`src/rtl/rr_arbiter.sv`:
```
// Round-robin arbiter with registered one-hot grant and a hold-time limit that
// forces a handover once the owner has held the grant MAX_HOLD cycles while others wait.
module rr_arbiter #(
    parameter int N        = 2,
    parameter int MAX_HOLD = 4,
    parameter int CW       = $clog2(MAX_HOLD + 1)
) (
    input  logic                 clk,
    input  logic                 rst,
    input  logic [N-1:0]         request,
    output logic [N-1:0]         grant,
    output logic                 grant_valid,
    output logic [$clog2(N)-1:0] grant_id,
    output logic                 preempt
);

    localparam int             IW        = $clog2(N);
    localparam logic [CW-1:0]  HOLD_LAST = CW'(MAX_HOLD - 1);

    typedef enum logic {
        IDLE  = 1'b0,
        GRANT = 1'b1
    } state_t;

    state_t          r_state;
    logic [N-1:0]    r_grant;
    logic            r_grant_valid;
    logic [IW-1:0]   r_grant_id;
    logic            r_preempt;
    logic [IW-1:0]   r_ptr;
    logic [CW-1:0]   r_hold_cnt;

    logic [N-1:0]    w_cand;
    logic            w_found;
    logic [IW-1:0]   w_win;
    logic [N-1:0]    w_win_oh;
    logic [IW-1:0]   w_next_ptr;
    logic            w_take;
    logic            w_pre;
    logic            w_drop;

    // The current owner is always excluded from the search; in IDLE r_grant is zero.
    assign w_cand = request & ~r_grant;

    // NOTE: every variable written here gets a default first, so no latch is inferred.
    always_comb begin
        w_found  = 1'b0;
        w_win    = '0;
        w_win_oh = '0;
        for (int i = 0; i < N; i++) begin
            if (!w_found && w_cand[(int'(r_ptr) + i) % N]) begin
                w_found = 1'b1;
                w_win   = IW'((int'(r_ptr) + i) % N);
            end
        end
        w_win_oh[w_win] = 1'b1;
        w_next_ptr      = IW'((int'(w_win) + 1) % N);
    end

    always_comb begin
        w_take = 1'b0;
        w_pre  = 1'b0;
        w_drop = 1'b0;
        case (r_state)
            IDLE: begin
                w_take = w_found;
            end
            GRANT: begin
                if (!request[r_grant_id]) begin
                    w_take = w_found;
                    w_drop = !w_found;
                end else if (w_found && r_hold_cnt == HOLD_LAST) begin
                    w_take = 1'b1;
                    w_pre  = 1'b1;
                end
            end
            default: ;
        endcase
    end

    // NOTE: sequential state uses non-blocking assignments so every register
    // samples the pre-edge values, independent of statement order.
    always_ff @(posedge clk) begin
        if (!rst) begin
            r_state       <= IDLE;
            r_grant       <= '0;
            r_grant_valid <= 1'b0;
            r_grant_id    <= '0;
            r_preempt     <= 1'b0;
            r_ptr         <= '0;
            r_hold_cnt    <= '0;
        end else begin
            r_preempt <= w_pre;
            if (w_take) begin
                r_state       <= GRANT;
                r_grant       <= w_win_oh;
                r_grant_valid <= 1'b1;
                r_grant_id    <= w_win;
                r_ptr         <= w_next_ptr;
                r_hold_cnt    <= '0;
            end else if (w_drop) begin
                r_state       <= IDLE;
                r_grant       <= '0;
                r_grant_valid <= 1'b0;
                r_grant_id    <= '0;
                r_hold_cnt    <= '0;
            end else if (r_state == GRANT && r_hold_cnt != HOLD_LAST) begin
                r_hold_cnt <= r_hold_cnt + 1'b1;
            end
        end
    end

    assign grant       = r_grant;
    assign grant_valid = r_grant_valid;
    assign grant_id    = r_grant_id;
    assign preempt     = r_preempt;

endmodule
```
`config.mk`:
```
export PLATFORM = sky130hd
export DESIGN_NAME = rr_arbiter
export DESIGN_NICKNAME = d
export VERILOG_FILES = /design/src/rtl/rr_arbiter.sv
export SDC_FILE = /design/constraint.sdc
export NUM_CORES = 1
export LEC_CHECK = 0
export BUFFER_PORTS_ARGS = -buffer_cell sky130_fd_sc_hd__buf_2
export CAP_MARGIN = 0
export CORE_AREA = 2 2 39 41
export CTS_CLUSTER_SIZE = 10
export DETAILED_ROUTE_END_ITERATION = 12
export DIE_AREA = 0 0 41 43
export PLACE_DENSITY_LB_ADDON = 0.08
export SYNTH_ARGS = -nofsm -noshare
export SYNTH_HDL_FRONTEND = slang
export SYNTH_SLANG_ARGS = --single-unit
```
`constraint.sdc`:
```
create_clock -name clk -period 4.9 [get_ports clk]
set_clock_uncertainty 0.1 [all_clocks]
set_input_delay 0.735 -clock clk [delete_from_list [all_inputs] [get_ports clk]]
set_output_delay 0.735 -clock clk [all_outputs]
set_load 0.005 [all_outputs]
```
### Word level (Yosys, flattened, before mapping)

Index checks and enable logic that the tools add are counted.

| word-level totals | value |
|---|---|
| word-level logic and storage cells | 53 |
| input port bits | 4 |
| flip-flop bits (word level) | 9 |
| output and inout port bits | 5 |

| cells by class | value |
|---|---|
| add/sub/neg operators | 3 |
| mux-type cells | 23 |
| $lt $le $gt $ge | 5 |
| bitwise gates (word level) | 5 |
| reductions and logical operators | 9 |
| equal/unequal tests | 2 |

Operators with widths:

| kind | count |
|---|---|
| 1-bit two-way mux | 19 |
| 1-bit by 2-bit less-than comparator with 1-bit output (second input constant) | 3 |
| 1-bit logical AND | 4 |
| 2-bit two-way mux | 2 |
| 3-bit by 1-bit adder with 3-bit output (second input constant) | 1 |
| 3-bit by 2-bit == test with 1-bit output (second input constant) | 1 |
| 2-bit by 3-bit less-than comparator with 1-bit output (second input constant) | 1 |
| 3-bit by 2-bit inequality test with 1-bit output (second input constant) | 1 |
| 3-bit AND reduction | 1 |
| 3-bit OR reduction | 1 |
| 1-bit adder (second input constant) | 2 |
| 2-bit AND | 1 |
| 1-bit logical NOT | 2 |
| 1-bit NOT | 2 |
| 2-bit NOT | 1 |
| 1-bit one-hot mux with 2 select lines | 1 |
| 2-bit nonzero test | 1 |
| 1-bit AND (first input constant) | 1 |
| 1-bit demux with 1-bit select | 1 |
| 1-bit greater-or-equal comparator (second input constant) | 1 |

### Longest topological paths before layout

Gate-level depths: netlist of run 1.

| depth | value |
|---|---|
| depth after elaboration | 13 |
| gate-level depth with buffers | 7 |
| depth with buffers taken out | 6 |

### Worst setup path after synthesis of run 1

No wires, ideal clock.

| timing path | value |
|---|---|
| path type | input to register |
| start | in request[1] |
| end | reg r_grant[1], in the netlist grant[1] |
| setup slack | 3.285 ns |
| stages | 4 |
| setup time | 0.114 ns |
| path buffers | 0 |
| data arrival time | 1.401 ns |
| required time | 4.686 ns |
| cells stage by stage | nand2b_1 > a21o_4 > o2111ai_1 > a21bo_1 |

| between the ends | value |
|---|---|
| cells in the longest elaborated chain, start to end | 12 |
| elaborated cells between the ends (all ways) | 28 |
| classes of those cells | order compare (2); mux (19); bitwise (1); reduce/logical (6) |

Ends and longest elaborated chain:

| element | line | text |
|---|---|---|
| start: declaration | 10 | `input logic [N-1:0] request,` |
| 2-bit AND | 43 | `assign w_cand = request & ~r_grant;` |
| 1-bit two-way mux (not written as such) (2 in series) | 51 | `if (!w_found && w_cand[(int'(r_ptr) + i) % N]) begin` |
| 1-bit two-way mux | 51 |  |
| 1-bit logical NOT | 51 |  |
| 1-bit logical AND | 51 |  |
| 1-bit two-way mux | 51 |  |
| 1-bit by 2-bit less-than comparator with 1-bit output (not written as such), or another cell as far along | 56 | `w_win_oh[w_win] = 1'b1;` |
| 1-bit logical AND (not written as such) / 1-bit two-way mux (equally long branches) | 56, 72 |  |
| 1-bit two-way mux (on tied branches) | 56, 69 |  |
| 1-bit demux with 1-bit select / 1-bit one-hot mux with 2 select lines (equally long branches) | 56, 64 |  |
| 2-bit two-way mux / 2-bit nonzero test (equally long branches) | - |  |
| end signal: assignment | 96 | `r_grant <= w_win_oh;` |
| end: declaration | 26 | `logic [N-1:0] r_grant;` |

Several ways; a longest one is shown, not always the timed one. The select of a mux whose other input is x is not followed.
A chain may end at the register's enable or synchronous reset.

==> results.txt, run 1 <==
outcome = completed
Yosys cell types = 25
Tcrit/Tclk final = 33.72%
CTS resizes = 0
share of layout cells above drive strength 1 = 31.48%
final non-filler cell total = 70
Setup Fix Bufs, Post-CTS = 0
CTS H-tree lvls = 1
Post-synth top cells = dfxtp_1 (8), nand2b_1 (4), nor2_1 (4), inv_1 (3), mux2i_1 (3)
vias = 349
Via-to-Cell Ratio = 4.986
synthesized flop and latch total = 8
Overall Power = 165.6 uW
Core ar. = 0.001384 sq mm
Worst Tran Pin Value = 0.2513 ns
vias in the first global route = 313
critical path startpoint category = flop
Worst Path Arrival = 0.82 ns
cell total after placement = 67
total grt overflow = 0
Die Y-Extent = 43 um
top post-synthesis cells by area = dfxtp_1 (35%), mux2i_1 (6.6%), a21o_4 (6.6%), ha_1 (5.5%), nand2b_1 (5.5%)
CTS tree = yes
# diodes = 0
Worst Path Required = 4.07 ns
worst-skew pair later-pin latency = 0.25 ns
area leader, netlist = dfxtp_1
worst-path cell chain = buf_2
Fillers = 151
initial core utilization = 32.73%
register area share after synthesis = 35.36%
die span in x = 41 um
final worst slack = 3.248 ns
RD Place Congestion = 0.6914
Num Clock Sinks = 8
CTS clk-pin slew, worst paths = 0.05 ns
ANT nets after route = 0
Reg2Reg Launch Point = r_hold_cnt[0]
pin count of the biggest net entering global routing = 8
VDD IR-drop max = 0.1384 mV
Post-Syn Area = 452.9 sq um
Synth top area share = 35.36%
slew margin rel. = 83.07%
Fin. Hold Viols = 0
Longest Clk Path Bufs = 2
WP buf/inv = 1
TritonCTS buffer count = 3
CTS root buffer = clkbuf_4
Crit. End Element = output pin
routed length per placed instance = 11.79 um
post-DP HPWL = 639.5 um
Crit Path Class = reg -> out
Crit-path slowest cell = dfxtp_1
Top delay family on crit path = flip-flops
unrepaired setup endpoints after global routing = false
IO Pins = 9
PwrDens = 320.4 mW/mm^2
FFs w/ async S/R, synth = 0%
Critical Path Fanout Max = 7
Post-synth top flop = dfxtp_1
number of max-cap violations = 0
row count = 14
PortBufs = 8
# setup viols final = 0
EDFF count, synth = 0
Post-Route WL = 825 um
Worst Hold Launch = r_ptr
slowest stage delay, CP = 0.42 ns
pre-CTS WS = 3.116 ns
first-pass GRT wire length = 1393 um
Die ar. = 0.001763 sq mm
DRT iter0 DRCs = 2
cell count after synthesis = 45
Final Net Count = 62
drt drc = 0
router iterations before antenna repair = 4
min cycle time layout = 1.652 ns
Post-Syn Nets = 51
TNS Setup = 0 ns
crit path launch = grant[1]
Layout area overhead = 14.09%
fmax = 605.2 MHz
hold buffers post-CTS = 0
most frequent cell after synthesis = dfxtp_1
Final Max Tran Viols = 0
Pleak = 0.0002366 uW
Syn Area/Cell = 10.07 sq um
GRT Total Usage = 12.58%
Hold WC Path Type = reg -> reg
Yosys warnings = 0
initial antenna violation count = 0
-- state kept, by name (all words and copies together), names as in the netlist --
| signal | flops |
|---|---|
| grant | 2 |
| preempt | 1 |
| r_hold_cnt | 3 |
| r_ptr | 1 |
| grant_valid | 1 |
-- cell type report --
class                   count  area [sq um]  share of cell area (%)
inverters                   3         11.26                   2.179
well taps                  16         20.02                   3.874
clock buffers               3         22.52                   4.358
flip-flops and latches      8         160.2                   30.99
multi-input cells          32         262.8                   50.85
repair buffers              8         40.04                   7.748
-- cells in the final DEF (no fill, tap or decap), drive strengths merged --
cell	instances
nand4	2
o2111ai	1
nor3	1
clkbuf	3
xnor2	1
a21bo	1
nand3	1
a211oi	1
mux2i	3
buf	8
a21o	2
ha	2
nand2	2
nor2b	2
a21oi	1
nor2	4
a31oi	1
dfxtp	8
a211o	1
o21ai	2
nand2b	4
inv	3
-- logic make-up after synthesis --
family                   Yosys count  share of synthesized area [%]
AND/OR/NAND/NOR                   16                          23.75
AO/OA/AOI/OAI                     10                          20.17
flip-flops                         8                          35.36
buffers and inverters              5                          6.630
multiplexers                       3                          6.630
adder cells (fa/ha/maj)            2                          5.524
XOR/XNOR                           1                          1.934
-- path summary, 6_finish.rpt --
kind                         to  cells past startpoint  slack [ns]
hold reg to reg           r_ptr                      2        0.37
hold / removal            r_ptr                      2        0.37
setup / recovery       grant_id                      1        3.25
setup reg to reg  r_hold_cnt[2]                      6        3.28
-- routing by layer --
layer	track usage, %	share of wire [%]	up-vias
li1	-	-	178
met3	7.853	6.7	0
met2	15.31	46	8
met1	15.86	47	163
met4	8.000	0	0
met5	0	0	-
-- through the flow --
step,utilization (%),hold slack [ns],instance area [sq um]
finish,37.34,0.3724,516.7
global route,37.34,0.4025,516.7
global placement,35.71,0.3541,494.2
detailed placement,35.71,0.3669,494.2
floorplan,-,0.3351,452.9
CTS,37.34,0.3753,516.7
-- power by group --
group	switching [uW]	internal [uW]	total [uW]
clock network	22.6	28.0	50.7
logic	20.2	18.5	38.7
registers	5.39	70.8	76.2
total	48.2	117	166
-- tightest hold or removal path, stage by stage (launching register included) --
cell and delay [ns]:
dfxtp_1 0.31, nand2_1 0.05, mux2i_1 0.06
Note: power is estimated with default switching activity, not from simulation.
==> inputs of run 2 (changes only) <==
--- a/config.mk
+++ b/config.mk
@@ -5,6 +5,7 @@
 export SDC_FILE = /design/constraint.sdc
 export NUM_CORES = 1
 export LEC_CHECK = 0
+export ABC_AREA = 1
 export BUFFER_PORTS_ARGS = -buffer_cell sky130_fd_sc_hd__buf_2
 export CAP_MARGIN = 0
 export CORE_AREA = 2 2 39 41
==> constraint.sdc (replaced) <==
create_clock -name clk -period 1.5 [get_ports clk]
set_clock_uncertainty 0.1 [all_clocks]
set_input_delay 0.225 -clock clk [delete_from_list [all_inputs] [get_ports clk]]
set_output_delay 0.225 -clock clk [all_outputs]
set_load 0.005 [all_outputs]
==> run 2 against run 1 <==
- sequential cell count unchanged
- largest cell class unchanged
- sequential power grew to 3.3 times the previous value
- setup slack got worse by 3.1 ns
- area after synthesis fell by 6.4%
- non-clock buffer count is 1 higher
- hold slack got worse by 0.20 ns
==> results.txt, run 2 <==
Fillers = 149
Syn Area/Cell = 7.441 sq um
final worst slack = 0.1013 ns
unrepaired setup endpoints after global routing = false
TNS Setup = 0 ns
Final Max Tran Viols = 0
IO Pins = 9
router iterations before antenna repair = 4
TritonCTS buffer count = 3
GRT Total Usage = 11.24%
Crit. End Element = flop
cell count after synthesis = 57
FFs w/ async S/R, synth = 0%
share of layout cells above drive strength 1 = 32.35%
commonest non-fill, non-tap cell in the layout = nand2_1
RD Place Congestion = 0.7306
pin count of the biggest net entering global routing = 7
most frequent cell after synthesis = nand2_1
post-DP HPWL = 568.3 um
Post-synth top flop = dfxtp_1
Synth top area share = 37.76%
Worst Path Arrival = 1.45 ns
number of max-cap violations = 0
PortBufs = 8
Post-Syn Nets = 63
pre-CTS WS = 0.07096 ns
CTS root buffer = clkbuf_4
Pleak = 0.0002643 uW
vias = 350
first-pass GRT wire length = 1269 um
synthesized flop and latch total = 8
Finished Core Util = 37.70%
Reg with most FFs = r_hold_cnt
Fin. Hold Viols = 0
Yosys cell types = 17
vias in the first global route = 325
CTS tree = yes
min cycle time layout = 1.399 ns
initial antenna violation count = 0
# setup viols final = 0
die span in x = 41 um
CTS clk-pin slew, worst paths = 0.05 ns
Worst Tran Pin Value = 0.2108 ns
Die ar. = 0.001763 sq mm
Longest Clk Path Bufs = 2
EDFF count, synth = 0
Num Clock Sinks = 8
worst-skew pair later-pin latency = 0.25 ns
top post-synthesis cells by area = dfxtp_1 (38%), nand2_1 (11%), inv_1 (8.0%), nand2_4 (8.0%), ha_1 (5.9%)
Post-synth top cells = nand2_1 (12), inv_1 (9), dfxtp_1 (8), nand3_1 (4), nor2_1 (4)
initial core utilization = 30.65%
row count = 14
Post-Route WL = 706 um
final hold slack = 0.1678 ns
CTS H-tree lvls = 1
total grt overflow = 0
hold buffers post-CTS = 0
Crit Path Class = reg -> reg
# diodes = 0
Hold WC Path Type = in -> reg
Yosys warnings = 0
Critical Path Fanout Max = 5
register area share after synthesis = 37.76%
Worst Path Required = 1.55 ns
VDD IR-drop max = 0.5044 mV
Reg2Reg Launch Point = r_hold_cnt[0]
most frequent cells in the layout = nand2_1 (12), inv_1 (8), dfxtp_1 (8), buf_2 (8)
Worst Hold Launch = rst
Final Net Count = 76
DRT iter0 DRCs = 1
Layout area overhead = 23.01%
crit path launch = r_hold_cnt[0]
area leader, netlist = dfxtp_1
critical path startpoint category = flop
Core ar. = 0.001384 sq mm
slew margin rel. = 85.91%
Tcrit/Tclk final = 93.25%
Post-Syn Area = 424.2 sq um
drt drc = 0
Via-to-Cell Ratio = 4.167
outcome = completed
Die Y-Extent = 43 um
routed length per placed instance = 8.405 um
Largest register FFs = 3
PwrDens = 1109 mW/mm^2
fmax = 714.9 MHz
ANT nets after route = 0
-- run 2: cell count changes in the layout (fill, tap and decap cells not counted), sizes merged, moves of 2 or more --
cell,before,now
nand3,1,5
inv,3,11
nor2b,2,0
mux2i,3,0
a21o,2,0
nand2,2,18
nand2b,4,0
-- run 2: routing by layer --
metal	share of wire (%)	GRT usage, %	vias up
li1	-	-	200
met5	0	0	-
met1	47	13.83	139
met4	1.8	4.000	0
met2	43	14.06	9
met3	7.2	9.424	2
-- run 2: cell families after synthesis --
kind of cell    Yosys count  synth area share, %
compound gates            3                3.539
xor+xnor                  1                2.065
fa+ha+maj                 2                5.899
buf+inv                  12                11.51
flops                     8                37.76
simple gates             31                39.23
-- run 2: worst paths after layout --
kind | end | cells after the start | slack, ns
max | grant[1] | 9 | 0.10
min reg2reg | r_ptr | 2 | 0.36
min | grant[1] | 3 | 0.17
max reg2reg | grant[1] | 9 | 0.10
-- run 2: cell type report --
cell class	instances	area, sq um	share of cell area (%)
inverter	11	43.79	8.393
timing repair buffer	9	47.55	9.113
clock buffer	3	22.52	4.317
sequential	8	160.2	30.70
tap	16	20.02	3.837
multi-input combinational	37	227.7	43.65
-- run 2: worst max-delay path, stage by stage (launching register included) --
cell and delay (ns):
dfxtp_1 0.32, ha_1 0.20, ha_1 0.18, inv_2 0.07
nand2_4 0.07, inv_4 0.07, nand2_4 0.06, nand2_4 0.08
and2_1 0.12, nor2_1 0.04
-- run 2: power breakdown --
part,leakage [uW],switching (uW),total [uW],internal [uW]
clock,0.0000138,67.1,158,91.1
combinational,0.000185,95.7,165,69.5
sequential,0.0000656,19.7,255,235
total,0.000264,183,578,396
-- run 2: through the flow --
step           instance area (sq um)  cells  total power (uW)
2_1_floorplan                  424.2     57             374.1
3_3_place_gp                   476.7     80             413.1
3_5_place_dp                   476.7     80             410.8
4_1_cts                        499.2     83             576.8
5_1_grt                        521.8     84             635.4
6_report                       521.8     84             578.4
-- run 2: repair_timing --
item | in CTS | in global routing
endpoints found under the setup margin | 0 | 5
buffers inserted | 0 | 1
resized for setup | 0 | 4
